### src/rtl/multdiv_issue.sv
// multdiv_issue: issue controller between the execute stage and the shared
// multiply/divide unit. It takes one request at a time, holds the operands and
// the select level steady while the unit works, and returns the result (or a
// timeout exception) to writeback as a single-cycle pulse. The pipeline is
// stalled whenever a new request cannot be taken.
module multdiv_issue #(
  parameter int TIMEOUT = 64
) (
  input  logic        clock,
  input  logic        reset,
  input  logic        req_valid,
  output logic        req_ready,
  input  logic        req_op,
  input  logic [31:0] req_a,
  input  logic [15:0] req_b,
  input  logic [4:0]  req_rd,
  input  logic        flush,
  output logic [31:0] md_operandA,
  output logic [15:0] md_operandB,
  output logic        md_ctrl_MULT,
  output logic        md_ctrl_DIV,
  input  logic [31:0] md_result,
  input  logic        md_exception,
  input  logic        md_resultRDY,
  output logic        stall,
  output logic        wb_valid,
  output logic [4:0]  wb_rd,
  output logic [31:0] wb_data,
  output logic        wb_exception,
  output logic        wb_timeout
);

  // Counter only has to reach TIMEOUT-1 because BUSY is left on that value.
  localparam int CNT_W = (TIMEOUT > 2) ? $clog2(TIMEOUT) : 1;
  localparam logic [CNT_W-1:0] CNT_LAST = CNT_W'(TIMEOUT - 1);

  typedef enum logic [1:0] {
    S_IDLE = 2'd0,
    S_BUSY = 2'd1,
    S_WB   = 2'd2,
    S_GAP  = 2'd3
  } state_t;

  state_t state_q, state_d;

  logic [CNT_W-1:0] cnt_q, cnt_d;
  logic [31:0]      opa_q, opa_d;
  logic [15:0]      opb_q, opb_d;
  logic [4:0]       rd_q, rd_d;
  logic             mult_q, mult_d;
  logic             div_q, div_d;
  logic             wb_valid_q, wb_valid_d;
  logic [31:0]      wb_data_q, wb_data_d;
  logic [4:0]       wb_rd_q, wb_rd_d;
  logic             wb_exc_q, wb_exc_d;
  logic             wb_to_q, wb_to_d;

  logic accept;
  logic timed_out;

  // A request is only taken in IDLE and never while a flush is asserted.
  assign req_ready = (state_q == S_IDLE) && !flush;
  assign stall     = !req_ready;
  assign accept    = req_valid && req_ready;
  assign timed_out = (cnt_q == CNT_LAST);

  // State register; reset returns to IDLE from any state, dropping the select.
  always_ff @(posedge clock or posedge reset) begin
    if (reset) begin
      state_q <= S_IDLE;
    end else begin
      state_q <= state_d;
    end
  end

  // Next-state selection; flush in BUSY takes priority over result and timeout.
  always_comb begin
    state_d = state_q;
    case (state_q)
      S_IDLE: begin
        if (accept) begin
          state_d = S_BUSY;
        end
      end
      S_BUSY: begin
        if (flush) begin
          state_d = S_GAP;
        end else if (md_resultRDY || timed_out) begin
          state_d = S_WB;
        end
      end
      S_WB:    state_d = S_IDLE;
      S_GAP:   state_d = S_IDLE;
      default: state_d = S_IDLE;
    endcase
  end

  // Output/datapath next values: operands latch on accept, writeback fields
  // latch on result or timeout, and the select is held only through BUSY.
  always_comb begin
    cnt_d      = cnt_q;
    opa_d      = opa_q;
    opb_d      = opb_q;
    rd_d       = rd_q;
    mult_d     = 1'b0;
    div_d      = 1'b0;
    wb_valid_d = 1'b0;
    wb_data_d  = wb_data_q;
    wb_rd_d    = wb_rd_q;
    wb_exc_d   = wb_exc_q;
    wb_to_d    = wb_to_q;
    case (state_q)
      S_IDLE: begin
        if (accept) begin
          opa_d  = req_a;
          opb_d  = req_b;
          rd_d   = req_rd;
          mult_d = !req_op;
          div_d  = req_op;
          cnt_d  = '0;
        end
      end
      S_BUSY: begin
        cnt_d  = cnt_q + CNT_W'(1);
        mult_d = mult_q;
        div_d  = div_q;
        if (flush) begin
          // Abort: select drops, nothing is committed.
          mult_d = 1'b0;
          div_d  = 1'b0;
        end else if (md_resultRDY) begin
          mult_d     = 1'b0;
          div_d      = 1'b0;
          wb_valid_d = 1'b1;
          wb_data_d  = md_result;
          wb_rd_d    = rd_q;
          wb_exc_d   = md_exception;
          wb_to_d    = 1'b0;
        end else if (timed_out) begin
          mult_d     = 1'b0;
          div_d      = 1'b0;
          wb_valid_d = 1'b1;
          wb_data_d  = '0;
          wb_rd_d    = rd_q;
          wb_exc_d   = 1'b1;
          wb_to_d    = 1'b1;
        end
      end
      default: begin
      end
    endcase
  end

  // Registered outputs and operand/destination latches.
  always_ff @(posedge clock or posedge reset) begin
    if (reset) begin
      cnt_q      <= '0;
      opa_q      <= '0;
      opb_q      <= '0;
      rd_q       <= '0;
      mult_q     <= 1'b0;
      div_q      <= 1'b0;
      wb_valid_q <= 1'b0;
      wb_data_q  <= '0;
      wb_rd_q    <= '0;
      wb_exc_q   <= 1'b0;
      wb_to_q    <= 1'b0;
    end else begin
      cnt_q      <= cnt_d;
      opa_q      <= opa_d;
      opb_q      <= opb_d;
      rd_q       <= rd_d;
      mult_q     <= mult_d;
      div_q      <= div_d;
      wb_valid_q <= wb_valid_d;
      wb_data_q  <= wb_data_d;
      wb_rd_q    <= wb_rd_d;
      wb_exc_q   <= wb_exc_d;
      wb_to_q    <= wb_to_d;
    end
  end

  assign md_operandA  = opa_q;
  assign md_operandB  = opb_q;
  assign md_ctrl_MULT = mult_q;
  assign md_ctrl_DIV  = div_q;
  assign wb_valid     = wb_valid_q;
  assign wb_data      = wb_data_q;
  assign wb_rd        = wb_rd_q;
  assign wb_exception = wb_exc_q;
  assign wb_timeout   = wb_to_q;

endmodule

### config.mk
export PLATFORM = sky130hd
export DESIGN_NAME = multdiv_issue
export DESIGN_NICKNAME = d
export VERILOG_FILES = /design/src/rtl/multdiv_issue.sv
export SDC_FILE = /design/constraint.sdc
export NUM_CORES = 1
export LEC_CHECK = 0
export CAP_MARGIN = 20
export CORE_ASPECT_RATIO = 0.5
export CORE_MARGIN = 3
export CORE_UTILIZATION = 38
export CTS_BUF_LIST = sky130_fd_sc_hd__clkbuf_4
export DETAILED_ROUTE_END_ITERATION = 7
export PLACE_DENSITY = 0.78
export SETUP_SLACK_MARGIN = 0.02
export SLEW_MARGIN = 20
export SYNTH_ARGS = -nofsm -noshare
export SYNTH_HDL_FRONTEND = slang
export SYNTH_SLANG_ARGS = --single-unit
### constraint.sdc
create_clock -name clock -period 3.65 [get_ports clock]
set_input_delay 0.73 -clock clock [delete_from_list [all_inputs] [get_ports clock]]
set_output_delay 0.73 -clock clock [all_outputs]
set_load 0.02 [all_outputs]
; ---- Yosys cells after proc, flatten, opt, wreduce, memory -nomap -nowiden
; Index checks and enable logic that the tools add are counted.
[totals]
input_bits = 92
wordCells = 59
regBits = 103
output_inout_bits = 92
[op_classes]
add_sub_neg = 1
n_eq_ne = 7
mux = 24
reduce_logical = 14
bitwise_logic = 1
[op_table]
columns = op, count
row1 = 2-to-1 mux 32 bit, 2
row2 = 2-to-1 mux 1 bit, 12
row3 = one-hot mux 6 bit (2 select lines), 1
row4 = 2-to-1 mux 5 bit, 2
row5 = "adder 6 x 1 -> 6 bit, second input constant", 1
row6 = "== test 6 bit, second input constant", 1
row7 = 2-to-1 mux 2 bit, 3
row8 = 2-to-1 mux 6 bit, 1
row9 = one-hot mux 2 bit (3 select lines), 1
row10 = AND reduction 2 bit, 3
row11 = "== test 2 bit, second input constant", 2
row12 = "inequality test 4 bit, second input constant", 1
row13 = one-hot mux 1 bit (2 select lines), 2
row14 = nonzero test 2 bit, 2
row15 = zero test 1 bit, 3
row16 = "inequality test 3 bit, second input constant", 1
row17 = AND reduction 3 bit, 1
row18 = "== test 2 x 1 -> 1 bit, second input constant", 1
row19 = logical AND 1 bit, 2
row20 = zero test 2 bit, 1
row21 = "inequality test 2 bit, second input constant", 1
row22 = OR reduction 2 bit, 1
row23 = logical OR 1 bit, 1
row24 = inverter 1 bit, 1

; ---- Longest topological paths before layout
[depth]
depth_word = 5
mapped_depth = 5
ltp_nobuf = 5

; ---- Worst setup path after synthesis
; No wires, ideal clock.
[synth_path]
path_kind = input to output
start = input port flush
end = output port stall
arrival_ns = 1.488
n_path_buf = 0
stages = 2
path_slack_ns = 1.432
t_required_ns = 2.920
cell_sequence = nor3_1 > inv_1
[synth_via]
elab_chain_cells = 3
[synth_rtl]
columns = element, line
row1 = start: declaration, 17  ; input logic flush,
row2 = zero test 1 bit, 62  ; assign req_ready = (state_q == S_IDLE) && !flush;
row3 = logical AND 1 bit, 62
row4 = zero test 1 bit, 63  ; assign stall = !req_ready;
row5 = end: declaration, 25  ; output logic stall,
; No other way between the ends.

; ---- Worst setup path after layout
[layout_path]
start = input port flush
end = output port req_ready
[layout_via]
elab_chain_cells = 2
[layout_rtl]
columns = element, line
row1 = zero test 1 bit, 62
row2 = logical AND 1 bit, 62
row3 = end: declaration, 12  ; output logic req_ready,
; No other way between the ends.

==> metrics.txt <==
worst-path fanout max 6; max-slew violation count 0; Highest Clock Rate ~340 MHz; signed area change from the synthesized netlist to the final layout 56.0%; standard cell with the maximum stage delay on the critical path sky130_fd_sc_hd__clkdlybuf4s50_1; die width between 100 and 150 microns; Util after Layout about 63%; number of search-and-repair iterations in the first detailed-routing pass 4; proportion of netlist area held by the largest area contributor roughly two thirds; number of failing setup endpoints in the final timing report 0; global-route wire length before repair between 15000 and 20000 microns; clock skew after layout between 10 and 15 ps; Final Hold Violating Endpoints 0; setup bufs post-CTS 0; count of state elements after synthesis around 100; fraction of the mapped netlist area in adder cells less than 1%; worst slew pin tran 937 ps; Yosys cell types 32; highest cell delay on the worst timing path ~650 ps; Max-cap violations 0; fraction of synthesized cell area in xor and xnor cells 0%; Worst Setup Path Type in -> out; RD Place Congestion a little over 0.7; setup repair after global routing missed its margin false; largest family of logic cells by synthesized area multiplexers; result of the run finished, final reports clean; number of H-tree levels 3; endpoint required time on the critical path approximately 2900 ps; type of origin of the critical path input port; TNS Setup 0 ps; minimum clock period around 3000 ps; clock tree buffer depth 2; share of synthesized registers carrying an async set or reset 100%; vias ~2800; compound-gate portion of the synthesized area 10.8%; arrival time of data at the critical path endpoint 2240 ps; main area contributors after synthesis sky130_fd_sc_hd__dfrtp_1 66%, sky130_fd_sc_hd__mux2_2 8.7%, sky130_fd_sc_hd__mux2_1 8.1%, sky130_fd_sc_hd__a22o_1 7.2%, sky130_fd_sc_hd__buf_2 1.3%; average via count per standard cell about 4.9; class of the most critical hold timing path reg -> reg; DRT Wirelength ~9800 microns; number of antenna repair diodes 0; share of synthesized area occupied by flip-flops and latches approximately 66%; multiplexer share of the synthesized area between 10% and 20%; clock slew seen by the registers of the worst setup and hold paths approximately 150 ps; number of rows created at floorplan 25; cell taking the most area after synthesis sky130_fd_sc_hd__dfrtp_1; number of buffer and inverter stages on the critical path 2; remaining max-slew budget at the tightest pin 37.5%; number of buffers added by the clock tree synthesis step 9; Yosys Warn Count 0; initial core utilization 40.1%; CP cell instances clkdlybuf4s50_1, nor3_1, clkdlybuf4s50_1; Period Utilization, post-route between 80% and 90%; CTS resizes 0; leakage power figure ~2.6 nW; leading cell types by count after synthesis 103 x sky130_fd_sc_hd__dfrtp_1, 32 x sky130_fd_sc_hd__a22o_1, 30 x sky130_fd_sc_hd__mux2_2, 28 x sky130_fd_sc_hd__mux2_1, 10 x sky130_fd_sc_hd__buf_2; io pins roughly 180; buffer cell driving the clock tree root sky130_fd_sc_hd__clkbuf_4; sort of element at the end of the critical path output pin; maximum ir drop on the vdd rail around 0.31 mV; multi-input logic area roughly 1200 sq um; post-synthesis instance area just under 4000 sq um; per-instance average area after synthesis 15.5 sq um; wire per inst between 15 and 20 microns; Net count, final 530; hold bufs inserted after CTS 0; power density of the placed cells approximately 850 nW/um^2; Worst path most repeated cell sky130_fd_sc_hd__clkdlybuf4s50_1; sink count of the clock tree between 100 and 150; initial antenna violation count 0; post-synth net total 344; share of synthesized cell area in and, or, nand and nor gates under 10%; placed wire-length estimate 7040 microns; die extent in y between 70 and 80 microns; cell family with the largest share of critical-path delay buffers and inverters; remaining global-route overflow 0; Storage cell area about 2600 sq um; ANT nets after route 0; number of enable flip-flop cells after synthesis 0; TritonCTS clock tree built; vias in the first global route roughly 2900; cell with the most instances after synthesis sky130_fd_sc_hd__dfrtp_1; Buffers on Ports 183; gate count after technology mapping 251; starting DRC count in detailed routing 136; latest clock arrival within the worst-skew pair ~460 ps; fraction of layout cells with a size suffix above 1 12.9%; total DRC errors in the routed layout 0; Die Footprint about 12000 sq um; dominant register cell in the synthesized netlist sky130_fd_sc_hd__dfrtp_1; all-layer global routing usage between 10% and 20%; area of the core between 9000 and 10000 sq um; largest net degree at the start of global routing just under 80; number of fillers in the final layout 774
[path summary, 6_finish.rpt]
check                                startpoint                         end  slack, ps  cells after the start
setup / recovery                          flush                   req_ready        680                      3
hold / removal              rd_q[4]$_DFFE_PP0P_        wb_rd[4]$_DFFE_PP0P_        500                      1
setup reg to reg           cnt_q[0]$_DFFE_PP0P_        wb_rd[2]$_DFFE_PP0P_       1580                      6
hold reg to reg             rd_q[4]$_DFFE_PP0P_        wb_rd[4]$_DFFE_PP0P_        500                      1
max in group asynchronous                 reset  md_operandB[0]$_DFFE_PP0P_       2050                      3
min in group asynchronous                 reset  md_operandA[9]$_DFFE_PP0P_        790                      2
[flip-flops by register name (all words and copies together) (netlist names)]
signal        flops
md_operandA      32
wb_timeout        1
wb_rd             5
wb_exception      1
wb_valid          1
md_operandB      16
rd_q              5
wb_data          32
md_ctrl_DIV       1
md_ctrl_MULT      1
state_q           2
cnt_q             6
[cells by family (layout without fill, tap and decap cells)]
family	Yosys count	count (layout)
compound gates	50	50
fa+ha+maj	1	1
buf+inv	20	211
flops	103	103
mux	59	59
simple gates	18	18
[where the power goes]
group          switching, mW  leakage (nW)  total, mW  internal [mW]
logic                   1.16          1.25       2.49           1.32
clock network          0.401        0.0875      0.687          0.287
registers              0.302          1.26       1.97           1.67
total                   1.87          2.59       5.15           3.28
[area by class of cell]
type,count,area share (%)
inverters,7,0.475
multi-input cells,128,20.4
well taps,135,2.79
flip-flops and latches,103,42.5
clock buffers,9,1.11
repair buffers,188,31.0
clock inverters,7,1.69
[metal layers]
layer  vias to the layer above  share of wire [%]  global-route usage [%]
met5                         -                  0                       0
met1                      1412                 41                    21.4
met3                        17                5.6                    5.08
met2                        85                 51                    29.6
met4                         0                1.9                    5.57
li1                       1290                  -                       -
[cell usage in the layout, fill, tap and decap left out, drive strengths merged, types with 2 or more instances in the layout]
cell             n
a31oi            4
nand2b           3
dfrtp          103
a22o            32
bufinv           2
mux2            58
buf              5
a21oi            5
nand2            5
inv             10
clkdlybuf4s50  183
clkbuf           9
a32o             2
o211ai           2
[worst reg2reg max path, stage by stage (launching register included)]
cell	delay, ps
sky130_fd_sc_hd__dfrtp_1	450
sky130_fd_sc_hd__ha_1	240
sky130_fd_sc_hd__and3_1	270
sky130_fd_sc_hd__a31oi_4	170
sky130_fd_sc_hd__buf_4	350
sky130_fd_sc_hd__inv_2	160
sky130_fd_sc_hd__mux2_1	340
[per-stage QoR]
step / worst slack [ps] / total power, mW / cells / hold slack [ps] / area, sq um
3_5_place_dp: 665 / 4.52 / 561 / 471 / 5890
4_1_cts: 664 / 5.21 / 577 / 505 / 6060
2_1_floorplan: 216 / 3.21 / 251 / 454 / 3890
6_report: 676 / 5.15 / 577 / 501 / 6060
5_1_grt: 553 / 5.45 / 577 / 521 / 6060
3_3_place_gp: 681 / 4.46 / 561 / 467 / 5890
No activity file was read; power rests on OpenSTA's default activity.
